==> config.mk <==
export PLATFORM = sky130hd
export DESIGN_NAME = seg_scan_ctrl
export DESIGN_NICKNAME = d
export VERILOG_FILES = /design/src/rtl/seg_scan_pkg.sv /design/src/rtl/seg_scan_ctrl.sv
export SDC_FILE = /design/constraint.sdc
export NUM_CORES = 1
export LEC_CHECK = 0
export BUFFER_PORTS_ARGS = -buffer_cell sky130_fd_sc_hd__buf_2
export CAP_MARGIN = 10
export CORE_MARGIN = 1.5
export CORE_UTILIZATION = 56
export DETAILED_ROUTE_END_ITERATION = 16
export PLACE_DENSITY = 0.74
export SETUP_SLACK_MARGIN = 0.5
export SLEW_MARGIN = 20
export SYNTH_ARGS = -nofsm -noshare
export SYNTH_HDL_FRONTEND = slang
export SYNTH_SLANG_ARGS = --single-unit
==> constraint.sdc <==
create_clock -name clk -period 1.7 [get_ports clk]
set_input_delay 0 -clock clk [delete_from_list [all_inputs] [get_ports clk]]
set_output_delay 0 -clock clk [all_outputs]
set_load 0.05 [all_outputs]
==> src/rtl/seg_scan_pkg.sv <==
// Shared constants and types for the 7-segment scan controller:
// segment patterns (bit 7 = a ... bit 1 = g, bit 0 = dp) and the scan state enum.
package seg_scan_pkg;

    localparam logic [7:0] SEG_ZERO = 8'hFC;
    localparam logic [7:0] SEG_OFF  = 8'h00;

    // Entry k holds the pattern for decimal digit k
    localparam logic [9:0][7:0] SEG_DIGIT_TBL = {
        8'hE6, 8'hFE, 8'hE0, 8'hBE, 8'hB6,
        8'h66, 8'hF2, 8'hDA, 8'h60, 8'hFC
    };

    typedef enum logic {
        BLANK = 1'b0,
        DRIVE = 1'b1
    } scan_state_e;

    function automatic logic [7:0] seg_digit(input logic [3:0] val);
        logic [7:0] pat;
        case (val)
            4'd0:    pat = SEG_DIGIT_TBL[0];
            4'd1:    pat = SEG_DIGIT_TBL[1];
            4'd2:    pat = SEG_DIGIT_TBL[2];
            4'd3:    pat = SEG_DIGIT_TBL[3];
            4'd4:    pat = SEG_DIGIT_TBL[4];
            4'd5:    pat = SEG_DIGIT_TBL[5];
            4'd6:    pat = SEG_DIGIT_TBL[6];
            4'd7:    pat = SEG_DIGIT_TBL[7];
            4'd8:    pat = SEG_DIGIT_TBL[8];
            4'd9:    pat = SEG_DIGIT_TBL[9];
            default: pat = SEG_OFF;
        endcase
        return pat;
    endfunction

endpackage

==> src/rtl/seg_scan_ctrl.sv <==
// Time-multiplexed 7-segment scan controller with frame-synchronous double-buffered updates.
// Optional macro SEG_INVERT_EN inverts seg_out and dig_en for common-anode/PNP boards.
module seg_scan_ctrl
    import seg_scan_pkg::*;
#(
    parameter int NUM_DIGITS = 3,
    parameter int DWELL_CYC  = 1000,
    parameter int BLANK_CYC  = 16
) (
    input  logic                    clk,
    input  logic                    rst,
    input  logic [8*NUM_DIGITS-1:0] seg_in,
    input  logic                    upd_valid,
    output logic                    upd_ready,
    output logic [7:0]              seg_out,
    output logic [NUM_DIGITS-1:0]   dig_en,
    output logic                    frame_done
);

    localparam int MAX_CYC = (DWELL_CYC > BLANK_CYC) ? DWELL_CYC : BLANK_CYC;
    localparam int CW      = (MAX_CYC > 1) ? $clog2(MAX_CYC) : 1;
    localparam int IW      = $clog2(NUM_DIGITS);

    localparam logic [CW-1:0]         DWELL_LAST = CW'(DWELL_CYC - 1);
    localparam logic [CW-1:0]         BLANK_LAST = CW'(BLANK_CYC - 1);
    localparam logic [CW-1:0]         CNT_ONE    = CW'(1);
    localparam logic [IW-1:0]         IDX_LAST   = IW'(NUM_DIGITS - 1);
    localparam logic [IW-1:0]         IDX_ONE    = IW'(1);
    localparam logic [NUM_DIGITS-1:0] DIG_ONE    = NUM_DIGITS'(1);

`ifdef SEG_INVERT_EN
    localparam logic [7:0]            SEG_POL = 8'hFF;
    localparam logic [NUM_DIGITS-1:0] DIG_POL = '1;
`else
    localparam logic [7:0]            SEG_POL = 8'h00;
    localparam logic [NUM_DIGITS-1:0] DIG_POL = '0;
`endif

    scan_state_e               state_q, state_d;
    logic [CW-1:0]             cnt_q, cnt_d;
    logic [IW-1:0]             idx_q, idx_d;
    logic [8*NUM_DIGITS-1:0]   active_q, active_d;
    logic [8*NUM_DIGITS-1:0]   pend_q, pend_d;
    logic                      pend_full_q, pend_full_d;
    logic [7:0]                seg_out_q, seg_nx_s;
    logic [NUM_DIGITS-1:0]     dig_en_q, dig_nx_s;
    logic                      frame_done_q;
    logic                      boundary_s;
    logic                      accept_s;

    // Scan FSM: blank gap, then dwell on the current digit; wrap marks the frame boundary
    always_comb begin
        state_d    = state_q;
        cnt_d      = cnt_q + CNT_ONE;
        idx_d      = idx_q;
        boundary_s = 1'b0;
        case (state_q)
            BLANK: begin
                if (cnt_q == BLANK_LAST) begin
                    state_d = DRIVE;
                    cnt_d   = '0;
                end else begin
                    state_d = BLANK;
                end
            end
            DRIVE: begin
                if (cnt_q == DWELL_LAST) begin
                    state_d = BLANK;
                    cnt_d   = '0;
                    if (idx_q == IDX_LAST) begin
                        idx_d      = '0;
                        boundary_s = 1'b1;
                    end else begin
                        idx_d = idx_q + IDX_ONE;
                    end
                end else begin
                    state_d = DRIVE;
                end
            end
            default: begin
                state_d = BLANK;
                cnt_d   = '0;
                idx_d   = '0;
            end
        endcase
    end

    // Double buffer: a pending update is promoted only at a frame boundary
    always_comb begin
        accept_s    = upd_valid && !pend_full_q;
        active_d    = active_q;
        pend_d      = pend_q;
        pend_full_d = pend_full_q;
        if (boundary_s && pend_full_q) begin
            active_d    = pend_q;
            pend_full_d = 1'b0;
        end else if (accept_s) begin
            pend_d      = seg_in;
            pend_full_d = 1'b1;
        end else begin
            pend_full_d = pend_full_q;
        end
    end

    // Output values for the upcoming cycle, taken from the next state so the flops line up with it
    always_comb begin
        seg_nx_s = SEG_OFF;
        dig_nx_s = '0;
        if (state_d == DRIVE) begin
            seg_nx_s = active_q[{idx_d, 3'b000} +: 8];
            dig_nx_s = DIG_ONE << idx_d;
        end else begin
            seg_nx_s = SEG_OFF;
            dig_nx_s = '0;
        end
    end

    // State, buffers and registered outputs
    always_ff @(posedge clk) begin
        if (!rst) begin
            state_q      <= BLANK;
            cnt_q        <= '0;
            idx_q        <= '0;
            active_q     <= {NUM_DIGITS{SEG_ZERO}};
            pend_q       <= '0;
            pend_full_q  <= 1'b0;
            seg_out_q    <= SEG_OFF ^ SEG_POL;
            dig_en_q     <= DIG_POL;
            frame_done_q <= 1'b0;
        end else begin
            state_q      <= state_d;
            cnt_q        <= cnt_d;
            idx_q        <= idx_d;
            active_q     <= active_d;
            pend_q       <= pend_d;
            pend_full_q  <= pend_full_d;
            seg_out_q    <= seg_nx_s ^ SEG_POL;
            dig_en_q     <= dig_nx_s ^ DIG_POL;
            frame_done_q <= boundary_s;
        end
    end

    assign upd_ready  = !pend_full_q;
    assign seg_out    = seg_out_q;
    assign dig_en     = dig_en_q;
    assign frame_done = frame_done_q;

endmodule

# == Yosys cells after proc, flatten, opt, wreduce, memory -nomap -nowiden ==
# Cells that the tools add are included.
# classes
n_bitwise,3
n_shift,2
n_addsub,2
mux,12
n_reduce_logical,6
n_eq_ne,3
# ops
operator,n
variable part select 24 x 6 -> 8 bit,1
two-way mux 10 bit,2
case mux 10 bit (2 select lines),1
"adder 10 x 1 -> 10 bit, second input constant",1
"equality test 10 bit, second input constant",1
"equality test 10 x 4 -> 1 bit, second input constant",1
two-way mux 2 bit,3
two-way mux 1 bit,5
AND reduction 2 bit,2
NOT 1 bit,3
"left shift 1 x 2 -> 3 bit, first input constant",1
"adder 2 x 1 -> 2 bit, second input constant",1
"equality test 2 bit, second input constant",1
logical AND 1 bit,2
case mux 1 bit (2 select lines),1
OR reduction 2 bit,1
zero test 1 bit,1
# word_totals
elab_cells,37
in_bits,27
out_inout_bits,13
register_bits,74

# == Depth between registers and ports, before layout ==
# Gate-level depths: netlist of run 1.
# depth
depth_word,7
mapped_depth,7
ltp_nobuf,5

# == Worst setup path before layout of run 1 ==
# No wires, ideal clock.
# synth_timing
path_type,register to register
from,register cnt_q[0]
to,register active_q[13]
n_path_buf,2
setup_time_ns,0.129
synth_period_minus_slack_ns,1.539
path_stages_with_launch,8
required_ns,1.571
slack_ns,0.161
arrival_ns,1.409
path_cell_list,dfxtp_1 > ha_1 > and2_1 > and4_4 > buf_12 > buf_6 > mux2i_1 > nand2_1
# synth_between
elab_chain_len,4
# synth_rtl
element,line,source
start: declaration,seg_scan_ctrl.sv:40,"logic [CW-1:0] cnt_q, cnt_d;"
start signal: assignment,seg_scan_ctrl.sv:132,cnt_q <= cnt_d;
equality test 10 bit,seg_scan_ctrl.sv:67,if (cnt_q == DWELL_LAST) begin
two-way mux 1 bit,seg_scan_ctrl.sv:67,
two-way mux 1 bit,seg_scan_ctrl.sv:57,case (state_q)
logical AND 1 bit,seg_scan_ctrl.sv:94,if (boundary_s && pend_full_q) begin
end signal: assignment,seg_scan_ctrl.sv:124,active_q <= {NUM_DIGITS{SEG_ZERO}};
end signal: assignment,seg_scan_ctrl.sv:134,active_q <= active_d;
end: declaration,seg_scan_ctrl.sv:42,"logic [8*NUM_DIGITS-1:0] active_q, active_d;"
# Every way passes these cells.
# A chain may end at the register's enable or synchronous reset.

# == Worst setup path in the final report of run 1 ==
# layout_timing
from,register cnt_q[4]
to,register active_q[22]
# The elaborated chain is that of the path after synthesis.

==> results.yml, run 1 <==
global_routing:
  grt_pass1_vias: 2298
  grt.overflow.total: 0
  grt_max_degree: 25
  grt_pass1_wl_um: 10100
  antenna_found_initial: 0
  grt_use_total_pct: 24.6
synthesis:
  synth_edf_count: 0
  netlist_instances: 310
  yosys_register_bits: 74
  syn-cell-area_um2: 2880
  synth_top_family_by_area: "simple AND/OR/NAND/NOR gates"
  synth.avg_cell_area_um2: 9.30
  synth-async-reset-ratio_pct: 0
  synth_compound_area_share_pct: 8.77
  syn_nets: 338
  synth_flop_cell: "dfxtp_1"
  synth_fa_ha_area_share_pct: 0.434
  yosysSeqAreaShare_pct: 51.4
  synth-simple-area-share_pct: 20.7
  synth_xor_xnor_area_share_pct: 2.43
  synth-warning-count: 0
  synthMuxAreaShare_pct: 11.8
  synth_cell_types: 31
clock_network:
  h-tree-depth: 3
  cts_buffer_depth: 2
  clock-root-buffer: "clkbuf_8"
  clk_pin_slew_ps: 70
  cts_tree: "yes"
  cts_sinks: 74
  clock_latency_ps: 350
  cts_buffers: 9
sta:
  tightest_slew_ps: 333
  hold_violations: 0
  fin_ws_ps: 171
  skew_ps: 6.72
  fin_crit_ps: 1530
  clock.fmax_mhz: 654
  rsz0062_at_grt: "true"
  final_max_slew_viol_count: 0
  max-slew-margin-rel_pct: 77.6
  setup_viol: 0
  fin_crit_sh_pct: 89.9
  timing.hold.ws_ps: 17.2
  fin_setup_tns_ps: 0
run:
  drv_cap: 0
drt:
  dr.pass1.iters: 4
  routed_wl_um: 6540
  drcViolationCount: 0
  ant_nets: 0
  vias_per_cell: 5.11
  drt_iter0_markers: 99
  post_drt_wl_per_cell_um: 14.3
  vias: 2342
floorplan:
  die_area_um2: 5590
  rows: 25
  core_area_um2: 4850
  die_w_um: 74.8
  start_util_pct: 59.5
  fp.dieH_um: 74.8
  boundaryPins: 40
power_and_ir_drop:
  peakVddDrop_v: 0.000631
  cellLeakagePower_nw: 1.54
  pwr_density_cell_nw_per_um2: 911
layout:
  final_core_util_pct: 78.2
  final_common_cell: "nand2_1"
  final_cell_mix: "nand2_1 (70), dfxtp_1 (68), buf_2 (39)"
  drive_above_1_share_pct: 23.3
  stdcell_count: 458
  nets: 415
  area_growth_syn_to_layout_pct: 31.5
  antenna_cells: 0
placed_design:
  place_hpwl_um: 3750
  port_buffers: 39
  gp_congestion: 0.898
  pre_cts_ws_ps: 150
  numPlacedInstances: 408
worst_hold_path:
  hold_path_class: "in2reg"
setup_path:
  crit_path_max_fanout: 7
  worstSetupStartpointType: "register"
  path_buf_inv: 1
  path_delay_family: "simple AND/OR/NAND/NOR gates"
  criticalPathCategory: "reg2reg"
  path_cells: "and4bb_1, and4_4, clkbuf_16, mux2i_1, nand2_1"
  crit_slowest_cell: "dfxtp_4"
  worstPathRequired_ps: 1930
  crit_arrival_ps: 1760
  cp-end-kind: "register"
  slowest_delay_ps: 360
status:
  status: "finished, final reports clean"
[sequential cells by signal, summed over array words and instances, names as in the netlist]
name and flops:
active_q 24, pend_q 24, cnt_q 10, seg_out 8
dig_en 3, idx_q 2, frame_done 1, pend_full_q 1
state_q 1
[cells in the mapped netlist, types with 2 or more instances]
cell type	instances	area, µm²
buf_12	2	40.0
nor2_1	29	109
a22oi_1	2	15.0
nor3_1	3	15.0
clkbuf_1	13	48.8
nor4_1	2	12.5
and3_1	3	18.8
o21ai_0	2	10.0
a21oi_1	7	35.0
dfxtp_1	74	1480
nand3_1	5	25.0
xnor2_1	5	43.8
a21boi_0	24	180
buf_2	2	10.0
xor2_1	3	26.3
nand2_1	71	267
mux2i_1	33	330
inv_1	5	18.8
and2_1	2	12.5
nor2b_1	11	68.8
a31oi_1	2	12.5
[metrics by stage]
stage               power (mW)  instance area (µm²)
global placement          1.99                 3200
detailed placement        2.00                 3200
CTS                       3.45                 3700
finish                    3.45                 3790
global route              3.54                 3790
floorplan                 1.94                 2960
[where the power goes]
group          total, mW  switching, mW  internal (mW)
registers           1.80         0.0288           1.77
clock network       1.43          0.615          0.818
logic              0.217          0.103          0.114
[worst paths after layout]
check	from	to	slack [ps]	cells after the start
worst min-delay path	rst	pend_q[22]$_SDFFE_PN0P_	20	2
worst max register to register	cnt_q[4]$_SDFF_PN0_	active_q[22]$_SDFFE_PN1P_	170	5
worst min register to register	cnt_q[0]$_SDFF_PN0_	cnt_q[0]$_SDFF_PN0_	440	1
worst max-delay path	cnt_q[4]$_SDFF_PN0_	active_q[22]$_SDFFE_PN1P_	170	5
[cells by family after synthesis]
| group | count (synthesis) |
|---|---|
| AOI/OAI and AO/OA | 37 |
| xor gates and xnor gates | 8 |
| adders and majority gates | 1 |
| buffers and inverters | 23 |
| DFF | 74 |
| muxes | 34 |
| and+or+nand+nor | 133 |
[metal layers]
metal	track usage, %	part of all wire [%]	vias to the layer above
met5	0	0	-
met4	10.7	1.4	0
met3	4.69	3.3	10
met2	44.9	52	47
met1	27.9	43	1106
li1	-	-	1179
[timing repair]
action / 4_1_cts / 5_1_grt
setup endpoints to repair: 46 / 51
endpoints found under the hold margin: 29 / 0
setup buffers: 5 / 3
pin swaps: 2 / 5
cloned: 0 / 1
gates resized for setup: 2 / 9
hold buffers: 26 / 0
[final cells by class]
class,instances,area (µm²)
Sequential cell,74,1490
Multi-Input combinational cell,213,1330
Fill cell,342,1060
Timing Repair Buffer,84,664
Clock buffer,12,135
Tap cell,67,83.8
Clock inverter,3,65.1
Inverter,5,22.5
(Power assumes the default switching activity.)
==> run 2, diff against run 1 <==
PLACE_DENSITY = 0.79   (was 0.74)
==> run 2 against run 1 <==
Clock-buffer cell count is 1 lower. Utilization is 3.9 points higher. Critical path type unchanged. Highest routed layer unchanged. Fmax decreased by 6.2%. Die area unchanged. Setup slack got worse by 100 ps. Cell area is 5.0% higher. Combinational power grew 6%.
==> results.yml, run 2 (synthesis results as in run 1) <==
clock_network:
  clock-root-buffer: "clkbuf_8"
  cts_buffer_depth: 2
  clk_pin_slew_ps: 70
  cts_sinks: 74
  cts_buffers: 9
  clock_latency_ps: 350
  cts_tree: "yes"
  h-tree-depth: 3
drt:
  post_drt_wl_per_cell_um: 15.4
  drt_iter0_markers: 132
  routed_wl_um: 7160
  vias: 2432
  vias_per_cell: 5.22
  drcViolationCount: 0
  ant_nets: 0
  dr.pass1.iters: 4
floorplan:
  rows: 25
  die_w_um: 74.8
  core_area_um2: 4850
  die_area_um2: 5590
  boundaryPins: 40
  start_util_pct: 59.5
  fp.dieH_um: 74.8
placed_design:
  place_area_um2: 3190
  gp_congestion: 0.892
  place_hpwl_um: 3740
  numPlacedInstances: 407
  port_buffers: 39
layout:
  drive_above_1_share_pct: 27.8
  n_fill_cell: 277
  largest_registers: "active_q (24), pend_q (24), cnt_q (10)"
  nets: 424
  final_cell_mix: "nand2_1 (70), dfxtp_1 (62), buf_2 (39)"
  antenna_cells: 0
  multi_input_area_um2: 1360
  stdcell_count: 466
  final_core_util_pct: 82.0
  regArea_um2: 1500
  final_common_cell: "nand2_1"
  stdcell_area_um2: 3980
  area_growth_syn_to_layout_pct: 38.0
setup_path:
  worstSetupStartpointType: "register"
  path_cells: "and4bb_1, and4_4, buf_6, buf_12, buf_16, mux2i_2, nand2_1"
  slowest_delay_ps: 330
  crit_slowest_cell: "dfxtp_2"
  crit_path_max_fanout: 6
  cp-end-kind: "register"
  crit_arrival_ps: 1850
  worstPathRequired_ps: 1920
  criticalPathCategory: "reg2reg"
  reg2regPathDepth: 7
worst_hold_path:
  whs_path_depth: 2
  hold_path_class: "in2reg"
sta:
  fin_crit_sh_pct: 95.9
  max-slew-margin-rel_pct: 63.9
  setup_viol: 0
  clock.fmax_mhz: 613
  fin_setup_tns_ps: 0
  fin_crit_ps: 1630
  hold_violations: 0
  rsz0062_at_grt: "true"
  final_max_slew_viol_count: 0
  tightest_slew_ps: 542
  skew_ps: 7.74
global_routing:
  grt_max_degree: 37
  grt.overflow.total: 0
  antenna_found_initial: 0
  grt_use_total_pct: 27.2
  grt_pass1_vias: 2330
  grt_pass1_wl_um: 11200
power_and_ir_drop:
  cellLeakagePower_nw: 1.63
  peakVddDrop_v: 0.000713
  pwr_density_cell_nw_per_um2: 879
run:
  drv_cap: 0
status:
  status: "finished, final reports clean"
-- run 2: worst paths after layout --
path,endpoint,from,slack (ps)
hold reg to reg,pend_q[2]$_SDFFE_PN0P_,pend_q[2]$_SDFFE_PN0P_,460
setup reg to reg,active_q[7]$_SDFFE_PN1P_,cnt_q[3]$_SDFF_PN0_,70
hold / removal,active_q[7]$_SDFFE_PN1P_,rst,30
setup / recovery,active_q[7]$_SDFFE_PN1P_,cnt_q[3]$_SDFF_PN0_,70
-- run 2: area by class of cell --
cell class              instances  area share [%]
multi-input cells             213            34.1
repair buffers                 93            20.3
clock inverters                 3            1.64
inverters                       5           0.566
clock buffers                  11            3.55
well taps                      67            2.11
flip-flops and latches         74            37.7
-- run 2: worst max-delay path, delay by kind of cell, from the launching register on --
family	cells	cell delay (ps)
muxes	1	200
DFF	1	330
buffers and inverters	3	340
and+or+nand+nor	3	640
-- run 2: layer usage --
layer / part of all wire [%] / track usage (%) / wire (µm) / vias to the layer above
li1: - / - / - / 1194
met1: 41 / 31.8 / 2940 / 1127
met2: 50 / 46.4 / 3580 / 89
met3: 6.1 / 8.70 / 435 / 22
met4: 2.8 / 10.5 / 199 / 0
met5: 0 / 0 / 0 / -
-- run 2: report_power, final --
part | switching [mW] | internal (mW)
Clock | 0.619 | 0.849
Combinational | 0.108 | 0.121
Sequential | 0.0286 | 1.77
-- run 2: timing repair --
action                                  4_1_cts  5_1_grt
buffers inserted                             15        4
hold buffers                                 24        0
endpoints found under the setup margin       47       52
cloned                                        2        0
pin swaps                                     8        5
hold endpoints to repair                     24        0
resized for setup                            16       14
-- run 2: through the flow --
stage	worst slack [ps]	power [mW]	hold WS, ps
floorplan	215	1.94	135
global placement	198	1.99	240
detailed placement	137	2.00	249
CTS	134	3.48	11.4
global route	29.6	3.61	22.6
finish	69.7	3.50	25.5
